### src/rtl/gpio_set_sequencer_if.sv
// Command and status bundle between a controller and gpio_set_sequencer.
// The controller owns the master side; the sequencer owns the slave side.
interface gpio_set_sequencer_if #(
    parameter int SET_WIDTH   = 4,
    parameter int DWELL_WIDTH = 32,
    parameter int PASS_WIDTH  = 16
);
    logic                   START;
    logic                   STOP;
    logic [SET_WIDTH-1:0]   FIRST_SET;
    logic [SET_WIDTH-1:0]   LAST_SET;
    logic [DWELL_WIDTH-1:0] DWELL;
    logic                   LOOP;
    logic [SET_WIDTH-1:0]   SET;
    logic                   SET_STROBE;
    logic                   BUSY;
    logic                   DONE;
    logic [PASS_WIDTH-1:0]  PASS_COUNT;

    modport master (
        output START, STOP, FIRST_SET, LAST_SET, DWELL, LOOP,
        input  SET, SET_STROBE, BUSY, DONE, PASS_COUNT
    );

    modport slave (
        input  START, STOP, FIRST_SET, LAST_SET, DWELL, LOOP,
        output SET, SET_STROBE, BUSY, DONE, PASS_COUNT
    );
endinterface

### src/rtl/gpio_set_sequencer.sv
// Steps the GPIO parameter-set select through a contiguous, possibly wrapping
// range, holding each set for a programmable dwell, once or continuously.
module gpio_set_sequencer #(
    parameter int SET_WIDTH   = 4,
    parameter int DWELL_WIDTH = 32,
    parameter int PASS_WIDTH  = 16
) (
    input logic                 CLK,
    input logic                 RESETN,
    gpio_set_sequencer_if.slave bus
);

    typedef enum logic {
        IDLE = 1'b0,
        RUN  = 1'b1
    } state_t;

    state_t                 state;
    logic [SET_WIDTH-1:0]   set_q;
    logic                   strobe_q;
    logic                   busy_q;
    logic                   done_q;
    logic [PASS_WIDTH-1:0]  pass_q;
    logic [DWELL_WIDTH-1:0] dwell_cnt;
    logic [SET_WIDTH-1:0]   first_q;
    logic [SET_WIDTH-1:0]   last_q;
    logic [DWELL_WIDTH-1:0] dwell_q;
    logic                   loop_q;

    // dwell_cnt counts 1..D for the cycles the current set has been visible,
    // so the full DWELL_WIDTH range is usable without overflow.
    logic                   expired;
    logic [PASS_WIDTH-1:0]  pass_next;

    assign expired   = (dwell_cnt == dwell_q);
    assign pass_next = (pass_q == '1) ? pass_q : pass_q + 1'b1;

    // NOTE: sequential state uses non-blocking assignments only, so every
    // register samples the pre-edge values of the others.
    always_ff @(posedge CLK) begin
        if (!RESETN) begin
            state     <= IDLE;
            set_q     <= '0;
            strobe_q  <= 1'b0;
            busy_q    <= 1'b0;
            done_q    <= 1'b0;
            pass_q    <= '0;
            dwell_cnt <= '0;
            // NOTE: the latched range/dwell registers are reset too; they are
            // reloaded on every START, so this only gives a clean power-up view.
            first_q   <= '0;
            last_q    <= '0;
            dwell_q   <= '0;
            loop_q    <= 1'b0;
        end else begin
            strobe_q <= 1'b0;
            done_q   <= 1'b0;

            if (state == IDLE) begin
                if (bus.START && !bus.STOP) begin
                    first_q   <= bus.FIRST_SET;
                    last_q    <= bus.LAST_SET;
                    dwell_q   <= (bus.DWELL == '0) ? DWELL_WIDTH'(1) : bus.DWELL;
                    loop_q    <= bus.LOOP;
                    set_q     <= bus.FIRST_SET;
                    strobe_q  <= 1'b1;
                    busy_q    <= 1'b1;
                    pass_q    <= '0;
                    dwell_cnt <= DWELL_WIDTH'(1);
                    state     <= RUN;
                end
            end else begin
                if (bus.STOP) begin
                    // Abort freezes SET and the pass count; no DONE.
                    busy_q <= 1'b0;
                    state  <= IDLE;
                end else if (!expired) begin
                    dwell_cnt <= dwell_cnt + 1'b1;
                end else if (set_q != last_q) begin
                    set_q     <= set_q + 1'b1;
                    strobe_q  <= 1'b1;
                    dwell_cnt <= DWELL_WIDTH'(1);
                end else if (loop_q) begin
                    set_q     <= first_q;
                    strobe_q  <= 1'b1;
                    pass_q    <= pass_next;
                    dwell_cnt <= DWELL_WIDTH'(1);
                end else begin
                    busy_q <= 1'b0;
                    done_q <= 1'b1;
                    pass_q <= pass_next;
                    state  <= IDLE;
                end
            end
        end
    end

    assign bus.SET        = set_q;
    assign bus.SET_STROBE = strobe_q;
    assign bus.BUSY       = busy_q;
    assign bus.DONE       = done_q;
    assign bus.PASS_COUNT = pass_q;

endmodule

### src/flat_wrapper.sv
// flat-port wrapper written by rule: the top's interface ports become plain ports
module gpio_set_sequencer_flat 
#(
    parameter int SET_WIDTH   = 4,
    parameter int DWELL_WIDTH = 32,
    parameter int PASS_WIDTH  = 16
)
  (CLK, RESETN, bus_START, bus_STOP, bus_FIRST_SET, bus_LAST_SET, bus_DWELL, bus_LOOP, bus_SET, bus_SET_STROBE, bus_BUSY, bus_DONE, bus_PASS_COUNT);
  gpio_set_sequencer_if #(.SET_WIDTH(SET_WIDTH), .DWELL_WIDTH(DWELL_WIDTH), .PASS_WIDTH(PASS_WIDTH)) bus_i ();
  input logic CLK;
  input logic RESETN;
  input wire logic [$bits(bus_i.START)-1:0] bus_START;
  input wire logic [$bits(bus_i.STOP)-1:0] bus_STOP;
  input wire logic [$bits(bus_i.FIRST_SET)-1:0] bus_FIRST_SET;
  input wire logic [$bits(bus_i.LAST_SET)-1:0] bus_LAST_SET;
  input wire logic [$bits(bus_i.DWELL)-1:0] bus_DWELL;
  input wire logic [$bits(bus_i.LOOP)-1:0] bus_LOOP;
  output wire logic [$bits(bus_i.SET)-1:0] bus_SET;
  output wire logic [$bits(bus_i.SET_STROBE)-1:0] bus_SET_STROBE;
  output wire logic [$bits(bus_i.BUSY)-1:0] bus_BUSY;
  output wire logic [$bits(bus_i.DONE)-1:0] bus_DONE;
  output wire logic [$bits(bus_i.PASS_COUNT)-1:0] bus_PASS_COUNT;
  assign bus_i.START = bus_START;
  assign bus_i.STOP = bus_STOP;
  assign bus_i.FIRST_SET = bus_FIRST_SET;
  assign bus_i.LAST_SET = bus_LAST_SET;
  assign bus_i.DWELL = bus_DWELL;
  assign bus_i.LOOP = bus_LOOP;
  assign bus_SET = bus_i.SET;
  assign bus_SET_STROBE = bus_i.SET_STROBE;
  assign bus_BUSY = bus_i.BUSY;
  assign bus_DONE = bus_i.DONE;
  assign bus_PASS_COUNT = bus_i.PASS_COUNT;
  gpio_set_sequencer #(.SET_WIDTH(SET_WIDTH), .DWELL_WIDTH(DWELL_WIDTH), .PASS_WIDTH(PASS_WIDTH)) u_core (.CLK(CLK), .RESETN(RESETN), .bus(bus_i));
endmodule
### config.mk
export PLATFORM = sky130hd
export DESIGN_NAME = gpio_set_sequencer_flat
export DESIGN_NICKNAME = d
export VERILOG_FILES = /design/src/rtl/gpio_set_sequencer_if.sv /design/src/rtl/gpio_set_sequencer.sv /design/src/flat_wrapper.sv
export SDC_FILE = /design/constraint.sdc
export NUM_CORES = 1
export LEC_CHECK = 0
export BUFFER_PORTS_ARGS = -buffer_cell sky130_fd_sc_hd__clkbuf_2
export CAP_MARGIN = 30
export CORE_MARGIN = 2
export CORE_UTILIZATION = 40
export CTS_BUF_LIST = sky130_fd_sc_hd__clkbuf_8
export DETAILED_ROUTE_END_ITERATION = 12
export GPL_TIMING_DRIVEN = 0
export PLACE_DENSITY = 0.67
export SYNTH_ARGS = -nofsm -noshare
export SYNTH_HDL_FRONTEND = slang
export SYNTH_SLANG_ARGS = --single-unit
### constraint.sdc
create_clock -name CLK -period 2.5 [get_ports CLK]
set_input_delay 0.25 -clock CLK [delete_from_list [all_inputs] [get_ports CLK]]
set_output_delay 0.25 -clock CLK [all_outputs]
set_load 0.01 [all_outputs]
==> flow_summary.toml, run 1 <==
[status]
outcome = "completed"

[layout]
antenna_cells = 0
fillCellCount = 1223
num-nets-final = 742
layout-area-overhead-vs-synth_pct = 16.02
finish.instance_area_um2 = 5801
layout-drive-gt1-share_pct = 18.88

[sta]
timing_worst_slew_pin_value_ns = 0.7358
slew_margin_rel_pct = 50.54
timing.final.max_slew_violations = 0
fin_crit_sh_pct = 96.59
worst_slack_ns = 0.08513
fin_worst_hold_slack_ns = 0.09673
rsz0062_at_grt = "true"
clock.fmax_mhz = 414.1
setup_viol = 0
post_route_skew_ns = 0.009658
post-route-min-period_ns = 2.415
final_hold_viol_count = 0

[global_routing]
grt_max_degree = 16
overflow = 0
first_global_vias = 4738
grt_util_all_layers_pct = 21.79
first_pass_grt_wire_length_um = 23450
antenna_violations_before_repair = 0

[floorplanning]
boundaryPins = 68
dieArea_um2 = 13410
die_w_um = 115.8
core_area_um2 = 12110
rows = 40
die_height_um = 115.8
floorplan.initialDensity_pct = 41.28

[setup_path]
worstSetupPathType = "reg -> reg"
timing.critical_path.max_delay_family = "simple AND/OR/NAND/NOR gates"
setup.worst_path.end_class = "flop"
worst_ep_arrival_time_ns = 2.72
cp.required_ns = 2.81
timing.reg2reg.setup_slack_ns = 0.09
worstSetupStartpointType = "flop"
path_buf_inv = 1
timing.critical_path.fanout_max = 10
critical_path.cell_chain = "nand4_2 > or4_4 > nor2_4 > nand3_2 > buf_6 > or4_4 > a21oi_2"
critPathMostFrequentCell = "or4_4"
critical_path.slowest_cell = "or4_4"
max_stage_delay_ns = 0.60

[logic_synthesis]
yosysSeqAreaShare_pct = 38.84
fraction_of_synthesized_cell_area_in_xor_and_xnor_cells_pct = 6.657
ranking_of_synthesized_cells_by_area = "dfxtp_1 (39%), nand2_1 (8.6%), a21oi_1 (7.5%)"
synth_cell_type_count = 59
number_of_flops_mapped_to_enable_cells_by_yosys = 0
synth_top_family_by_area = "simple AND/OR/NAND/NOR gates"
avgSynthCellArea_um2 = 8.117
yosysTopAreaCell = "dfxtp_1"
synth_seq_cells = 97
synth_compound_area_share_pct = 19.29
synth-async-reset-ratio_pct = 0
synth_ff_type = "dfxtp_1"
synth_largest_type_area_fraction_pct = 38.84
synthesis.yosys.warnings = 0
synth-simple-area-share_pct = 28.23
synth.net_count = 664
synthesis.area_um2 = 5000
post_synth_mux_area_share_pct = 1.001
netlist_instances = 616
synth_fa_ha_area_share_pct = 0.7508

[clock_network]
htree_num_levels = 3
cts.root.buffer_cell = "clkbuf_8"
tritoncts = "built"
cts_sinks = 97
clkSlewWorstSetupHoldPaths_ns = 0.09
clockBufferDepth = 2
number_of_buffers_created_by_cts = 9
clock_insertion_delay_worst_skew_ns = 0.37

[routing]
route.detailed.wl_per_inst_um = 16.34
ant_nets = 0
avgViaCountPerCell = 5.839
drcViolationCount = 0
detailedRoute.firstPassIterationCount = 5
routed_wl_um = 14170
drt_iter0_drc = 397
vias = 5062

[min_path]
min-delay-path-class = "in -> reg"

[power]
power_leakage_nw = 1.977
p_per_area_nw_per_um2 = 510.3
irDropWorstVdd_mv = 0.2843

[placed_design]
postPlaceCellArea_um2 = 5540
buffer_ports.inserted = 66
post-dp-hpwl_um = 10590
detailedPlace.worstSlack_ns = -0.2472
gpl.final_weighted_congestion = 0.9096

[flow_run]
drv_cap = 0
-- what timing repair did --
item / 4_1_cts / 5_1_grt
hold buffers: 0 / 0
gates resized for setup: 5 / 16
buffers inserted: 0 / 1
endpoints found under the setup margin: 42 / 45
pin swaps: 0 / 2
-- layer usage --
| layer | GRT usage, % | part of all wire [%] |
|---|---|---|
| met1 | 30.49 | 46 |
| met2 | 35.09 | 47 |
| met3 | 3.033 | 5.5 |
| met4 | 6.508 | 1.6 |
| met5 | 0 | 0 |
-- logic make-up after synthesis --
family | after synthesis
XOR/XNOR | 38
adder cells (fa/ha/maj) | 3
AO/OA/AOI/OAI | 155
flip-flops | 97
AND/OR/NAND/NOR | 268
buffers and inverters | 50
multiplexers | 5
-- where the power goes --
group	total [mW]	internal [mW]	switching, mW	leakage (nW)
sequential	1.62	1.58	0.0342	0.789
clock	0.965	0.411	0.553	0.0888
combinational	0.378	0.143	0.235	1.10
-- path summary, 6_finish.rpt --
check | from | end | cells past startpoint
setup / recovery | u_core.dwell_cnt[3] | u_core.dwell_cnt[28] | 7
hold / removal | bus_LOOP | u_core.loop_q | 3
setup reg to reg | u_core.dwell_cnt[3] | u_core.dwell_cnt[28] | 7
hold reg to reg | u_core.first_q[0] | u_core.first_q[0] | 2
-- area by class of cell --
class                           instances  area (µm²)  share of cell area (%)
Timing Repair Buffer                   67       337.8                   5.824
Clock inverter                          5       31.28                  0.5393
Sequential cell                        97        1947                   33.56
Buffer                                 43       250.2                   4.314
Multi-Input combinational cell        469        2846                   49.07
Clock buffer                           11       151.4                   2.610
Tap cell                              168       210.2                   3.624
Inverter                                7       26.28                  0.4530
-- flip-flops by register name (all words and copies together), names as in the netlist, 4 cells and up --
name                   flops
u_core.bus.PASS_COUNT     16
u_core.first_q             4
u_core.dwell_cnt          32
u_core.last_q              4
u_core.bus.SET             4
u_core.dwell_q            32
-- placed cells by master (no fill, tap or decap), types with 10 or more instances in the layout --
| master | instances |
|---|---|
| xnor2_1 | 33 |
| clkbuf_8 | 11 |
| and3_1 | 10 |
| o31ai_1 | 24 |
| nor2_1 | 14 |
| clkbuf_2 | 69 |
| dfxtp_1 | 93 |
| nor4_1 | 13 |
| nand4_1 | 25 |
| nand2_1 | 114 |
| or4_1 | 22 |
| a21oi_1 | 75 |
| a31oi_1 | 14 |
| clkbuf_1 | 22 |
| nand3_1 | 28 |
-- metrics by stage --
stage | util, % | TNS [ns] | power (mW) | instances
final | 47.89 | 0 | 2.960 | 867
after global routing | 47.89 | -0.03293 | 3.081 | 867
after CTS | 47.57 | 0 | 2.961 | 866
after detailed placement | 45.74 | -5.362 | 1.998 | 850
after global placement | 45.74 | -4.135 | 1.989 | 850
after floorplan | - | 0 | 1.869 | 616
-- worst reg2reg max path, delay by kind of cell, from the launching register on --
| kind | cells | cell delay [ns] |
|---|---|---|
| buf+inv | 1 | 0.17 |
| simple gates | 5 | 1.58 |
| compound gates | 1 | 0.14 |
| flops | 1 | 0.46 |
-- synthesized netlist by cell type, types with 3 or more instances --
cell / number
buf_6: 5
clkbuf_1: 25
o22ai_1: 3
nand3_1: 28
o31ai_1: 24
o21ai_0: 9
buf_2: 5
or4_4: 4
and3_1: 10
or3_1: 5
xor2_1: 5
inv_1: 7
nand2_1: 114
nand4_1: 25
nor4_1: 16
a31oi_1: 14
nor2_1: 14
dfxtp_1: 97
and2_1: 4
or4_1: 22
mux2i_1: 5
buf_4: 5
a21oi_2: 3
nand2b_1: 3
o21a_1: 4
ha_1: 3
o211ai_1: 3
xnor2_1: 33
a21oi_1: 75
nor3_1: 8
Power figures use the tool's default switching activity.
==> run 2: changes to the inputs <==
CELL_PAD_IN_SITES_DETAIL_PLACEMENT = 0   (was not set)
CELL_PAD_IN_SITES_GLOBAL_PLACEMENT = 1   (was not set)
PLACE_DENSITY = 0.83   (was 0.67)
==> run 2 against run 1 <==
Non-clock buffer count grew 1. Setup slack gained 0.015 ns. Register-to-register slack is essentially flat. Clock-buffer cell count shrank 1. Critical endpoint unchanged.
==> flow_summary.toml, run 2 (synthesis gave the netlist of run 1 again) <==
[status]
outcome = "completed"

[routing]
route.detailed.wl_per_inst_um = 16.41
vias = 4916
avgViaCountPerCell = 5.670
drcViolationCount = 0
drt_iter0_drc = 260
detailedRoute.firstPassIterationCount = 5
routed_wl_um = 14230
ant_nets = 0

[setup_path]
cp.required_ns = 2.80
critical_path.cell_chain = "nand4_2 > or4_4 > nor2_4 > nand3_2 > buf_6 > or4_4 > a21oi_2"
worstSetupPathType = "reg -> reg"
critPathMostFrequentCell = "or4_4"
worstSetupStartpointType = "flop"
setup.worst_path.end_class = "flop"
critical_path.slowest_cell = "or4_4"
worst_r2r_path_depth = 7
timing.critical_path.fanout_max = 10
max_stage_delay_ns = 0.59
worst_ep_arrival_time_ns = 2.70

[power]
p_total_mw = 3.045
p_per_area_nw_per_um2 = 522.5
power_leakage_nw = 1.989
irDropWorstVdd_mv = 0.3309

[sta]
post_route_skew_ns = 0.01634
setup_viol = 0
timing.final.max_slew_violations = 0
setup_total_negative_slack_ns = 0
fin_crit_sh_pct = 96.00
clock.fmax_mhz = 416.7
final_hold_viol_count = 0
post-route-min-period_ns = 2.400
timing_worst_slew_pin_value_ns = 0.7321
slew_margin_rel_pct = 50.79

[layout]
mostFrequentLayoutCell = "nand2_1"
num-nets-final = 743
layout-drive-gt1-share_pct = 19.03
finish.instance_area_um2 = 5828
layout-area-overhead-vs-synth_pct = 16.57
fillCellCount = 1248
antenna_cells = 0
layout.cells.most_common_list = "nand2_1 (114), dfxtp_1 (93), a21oi_1 (75)"

[floorplanning]
die_w_um = 115.8
dieArea_um2 = 13410
rows = 40
die_height_um = 115.8
boundaryPins = 68
core_area_um2 = 12110
floorplan.initialDensity_pct = 41.28

[global_routing]
antenna_violations_before_repair = 0
first_global_vias = 4548
first_pass_grt_wire_length_um = 22830
grt_max_degree = 16
overflow = 0
grt_util_all_layers_pct = 21.66

[clock_network]
cts_sinks = 97
clkSlewWorstSetupHoldPaths_ns = 0.10
number_of_buffers_created_by_cts = 9
clockBufferDepth = 2
tritoncts = "built"
cts_hold_buffers = 0
clock_insertion_delay_worst_skew_ns = 0.37
htree_num_levels = 3
cts.root.buffer_cell = "clkbuf_8"

[min_path]
min-delay-path-class = "in -> reg"
worstHoldPathCells = 3

[placed_design]
buffer_ports.inserted = 66
post-dp-hpwl_um = 10630
gpl.final_weighted_congestion = 0.8983
postPlaceCellArea_um2 = 5540

[flow_run]
drv_cap = 0
## run 2: area by class of cell
type,instances,area (µm²),share of cell area [%]
clock buffers,10,137.6,2.362
plain buffers,43,245.2,4.208
flip-flops and latches,97,1947,33.40
well taps,168,210.2,3.607
multi-input cells,469,2859,49.06
clock inverters,5,57.56,0.9875
repair buffers,68,345.3,5.925
inverters,7,26.28,0.4508
## run 2: power by group
part           internal, mW  total [mW]  switching [mW]
Sequential             1.58        1.62          0.0359
Combinational         0.145       0.380           0.235
Clock                 0.483        1.05           0.562
Total                  2.21        3.05           0.833
## run 2: timing repair
action / CTS / global route
buffers inserted: 0 / 2
endpoints found under the setup margin: 39 / 47
pin swaps: 0 / 3
gates resized for setup: 5 / 13
## run 2: metal layers
layer / global-route usage [%] / vias to the layer above / part of all wire (%)
met5: 0 / - / 0
met2: 32.24 / 165 / 45
li1: - / 2427 / -
met4: 7.381 / 0 / 1.5
met1: 31.82 / 2305 / 48
met3: 3.556 / 19 / 5.7
## run 2: path summary, 6_finish.rpt
| path | startpoint | slack (ns) | to |
|---|---|---|---|
| worst max-delay path | u_core.dwell_cnt[3] | 0.10 | u_core.dwell_cnt[28] |
| worst min-delay path | bus_LAST_SET[2] | 0.09 | u_core.last_q[2] |
| worst max register to register | u_core.dwell_cnt[3] | 0.10 | u_core.dwell_cnt[28] |
| worst min register to register | u_core.first_q[1] | 0.46 | u_core.first_q[1] |
## run 2: critical path, delay by kind of cell (launching register included)
kind | cells | cell delay (ns)
AND/OR/NAND/NOR | 5 | 1.55
flip-flops | 1 | 0.47
buffers and inverters | 1 | 0.16
AO/OA/AOI/OAI | 1 | 0.14
## run 2: metrics by stage
step                      cells  setup slack (ns)  util [%]  hold WS, ns
after floorplan             616            0.2291         -       0.3860
after global placement      850           -0.2447     45.74       0.4454
after detailed placement    850           -0.2646     45.74       0.4490
after CTS                   865          0.001287     47.53      0.07836
after global routing        867         -0.009570     48.12      0.08249
final                       867            0.1001     48.12      0.08900
==> run 3: changes to the inputs <==
ABC_AREA = 1   (was not set)
PLACE_DENSITY = 0.86   (was 0.83)
SKIP_CTS_REPAIR_TIMING = 1   (was not set)
==> run 3 against run 2 <==
Combinational power rose by 63%. Area after synthesis rose by 24%. Non-clock buffer count fell by 1. Register-to-register slack improved by 0.21 ns. Final area rose by 21%. Power rose by 19%. Final cell count rose by 48%.
==> flow_summary.toml, run 3 <==
[floorplanning]
boundaryPins = 68
core_area_um2 = 15200
die_height_um = 128.7
floorplan.initialDensity_pct = 40.93
die_w_um = 128.7
dieArea_um2 = 16570
rows = 45

[routing]
routed_wl_um = 19100
detailedRoute.firstPassIterationCount = 5
vias = 6449
drcViolationCount = 0
avgViaCountPerCell = 5.027
route.detailed.wl_per_inst_um = 14.89
drt_iter0_drc = 448
ant_nets = 0

[setup_path]
critical_path.slowest_cell = "dfxtp_1"
cp.required_ns = 2.83
timing.reg2reg.setup_slack_ns = 0.31
worst_r2r_path_depth = 12
crit_start = "u_core.dwell_cnt[0]"
timing.critical_path.fanout_max = 7
regToRegStartpoint = "u_core.dwell_cnt[0]"
worst-path-stages = 12
max_stage_delay_ns = 0.53
worstSetupStartpointType = "flop"
timing.critical_path.max_delay_family = "simple AND/OR/NAND/NOR gates"
worst_ep_arrival_time_ns = 2.51
setup.worst_path.end_class = "flop"
worstSetupPathType = "reg -> reg"
worstSetupEndpoint = "u_core.dwell_cnt[24]"
critPathMostFrequentCell = "nand2_1"
path_buf_inv = 0
critical_path.cell_chain = "ha_1 > nand2_1 > nor2_1 > nand2_1 > nor2_2 > nand2_1 > nand2_1 > nand2_1 > nand3b_1 > nand2_1 > nand2_1 > nor2_1"
reg2reg_end = "u_core.dwell_cnt[24]"

[sta]
setup_viol = 0
timing_worst_slew_pin_value_ns = 0.8807
post_route_skew_ns = 0.01523
timing.final.max_slew_violations = 0
fin_worst_hold_slack_ns = 0.06637
fin_crit_sh_pct = 87.44
final_hold_viol_count = 0
setup_total_negative_slack_ns = 0
post-route-min-period_ns = 2.186
slew_margin_rel_pct = 40.74
worst_slack_ns = 0.3140
rsz0062_at_grt = "false"
clock.fmax_mhz = 457.5

[clock_network]
tritoncts = "built"
clock_insertion_delay_worst_skew_ns = 0.40
clkSlewWorstSetupHoldPaths_ns = 0.11
number_of_buffers_created_by_cts = 9
clockBufferDepth = 2
cts_sinks = 97
htree_num_levels = 3
cts.root.buffer_cell = "clkbuf_8"

[logic_synthesis]
fraction_of_synthesized_cell_area_in_xor_and_xnor_cells_pct = 7.279
synth_cell_type_count = 32
synthesis.yosys.warnings = 0
post_synth_mux_area_share_pct = 0
synth-async-reset-ratio_pct = 0
synth.net_count = 1060
synth-simple-area-share_pct = 42.39
avgSynthCellArea_um2 = 6.148
number_of_flops_mapped_to_enable_cells_by_yosys = 0
synth_top_family_by_area = "simple AND/OR/NAND/NOR gates"
synth_largest_type_area_fraction_pct = 31.21
yosysSeqAreaShare_pct = 31.21
synth_seq_cells = 97
ranking_of_synthesized_cells_by_area = "dfxtp_1 (31%), nand2_1 (18%), nor2_1 (13%)"
synth_ff_type = "dfxtp_1"
synth_fa_ha_area_share_pct = 0.6033
synth_compound_area_share_pct = 8.486
post-synth-top-count-cell = "nand2_1"
netlist_instances = 1012
synth_common_cells = "nand2_1 (292), nor2_1 (209), dfxtp_1 (97), inv_1 (93), nand3_1 (47)"
synthesis.area_um2 = 6222
yosysTopAreaCell = "dfxtp_1"

[global_routing]
grt_max_degree = 18
first_global_vias = 5855
overflow = 0
first_pass_grt_wire_length_um = 30530
grt_util_all_layers_pct = 23.62
antenna_violations_before_repair = 0

[placed_design]
buffer_ports.inserted = 67
gpl.final_weighted_congestion = 0.9370
detailedPlace.worstSlack_ns = 0.2892
post-dp-hpwl_um = 14980

[layout]
layout-area-overhead-vs-synth_pct = 13.21
layout.cells.most_common_list = "nand2_1 (292), nor2_1 (208), dfxtp_1 (97)"
num-nets-final = 1138
antenna_cells = 0
layout-drive-gt1-share_pct = 13.52
mostFrequentLayoutCell = "nand2_1"

[min_path]
worstHoldPathCells = 3
min-delay-path-class = "in -> reg"

[power]
p_per_area_nw_per_um2 = 513.7
power_leakage_nw = 3.018
irDropWorstVdd_mv = 0.3831

[status]
outcome = "completed"

[flow_run]
drv_cap = 0
==> run 3: cell types whose count changed in the layout (fill, tap and decap cells not counted), sizes merged, moves of 24 or more <==
cell,delta
o31ai,-24
or4,-26
nor2,+201
o21ai,+27
nand2,+185
inv,+97
nand3,+28
a21oi,-36
==> run 3: kinds of logic after synthesis <==
family / Yosys count
AOI/OAI and AO/OA: 93
and+or+nand+nor: 624
adders and majority gates: 3
DFF: 97
xor gates and xnor gates: 50
buffers and inverters: 145
==> run 3: metal layers <==
layer,GRT usage [%],vias to the layer above,wire length (µm)
met2,38.78,169,8773
met1,31.67,2920,8976
met5,0,-,0
met4,6.266,0,375
met3,4.865,25,973
li1,-,3335,-
==> run 3: worst min path at each step <==
stage	startpoint	end
6_report	bus_LAST_SET[3]	u_core.last_q[3]
2_1_floorplan	bus_DWELL[0]	u_core.dwell_q[0]
4_1_cts	bus_LAST_SET[3]	u_core.last_q[3]
3_5_place_dp	u_core.first_q[3]	u_core.first_q[3]
5_1_grt	bus_LAST_SET[1]	u_core.last_q[1]
3_3_place_gp	u_core.first_q[3]	u_core.first_q[3]
==> run 3: final cells by class <==
class,count,area (µm²)
inverters,102,382.9
clock inverters,7,125.1
clock buffers,9,123.9
fillers,1722,8158
well taps,188,235.2
multi-input cells,770,3659
repair buffers,67,335.3
flip-flops and latches,97,1942
plain buffers,43,241.5
==> run 3: through the flow <==
stage / std cells / util [%] / instance area, µm² / power (mW)
5_1_grt: 1283 / 46.34 / 7044 / 3.787
6_report: 1283 / 46.34 / 7044 / 3.618
2_1_floorplan: 1012 / - / 6222 / 2.127
3_5_place_dp: 1267 / 44.68 / 6793 / 2.331
4_1_cts: 1283 / 46.32 / 7042 / 3.640
3_3_place_gp: 1267 / 44.68 / 6793 / 2.329
==> run 3: power by group <==
part	leakage, nW	total, mW	switching [mW]	internal (mW)
logic	2.10	0.620	0.400	0.219
clock network	0.129	1.32	0.639	0.679
registers	0.792	1.68	0.0671	1.61
==> run 3: worst min-delay path: stages <==
cell	delay, ns
clkbuf_2	0.07
nor2_1	0.03
nor2_1	0.08
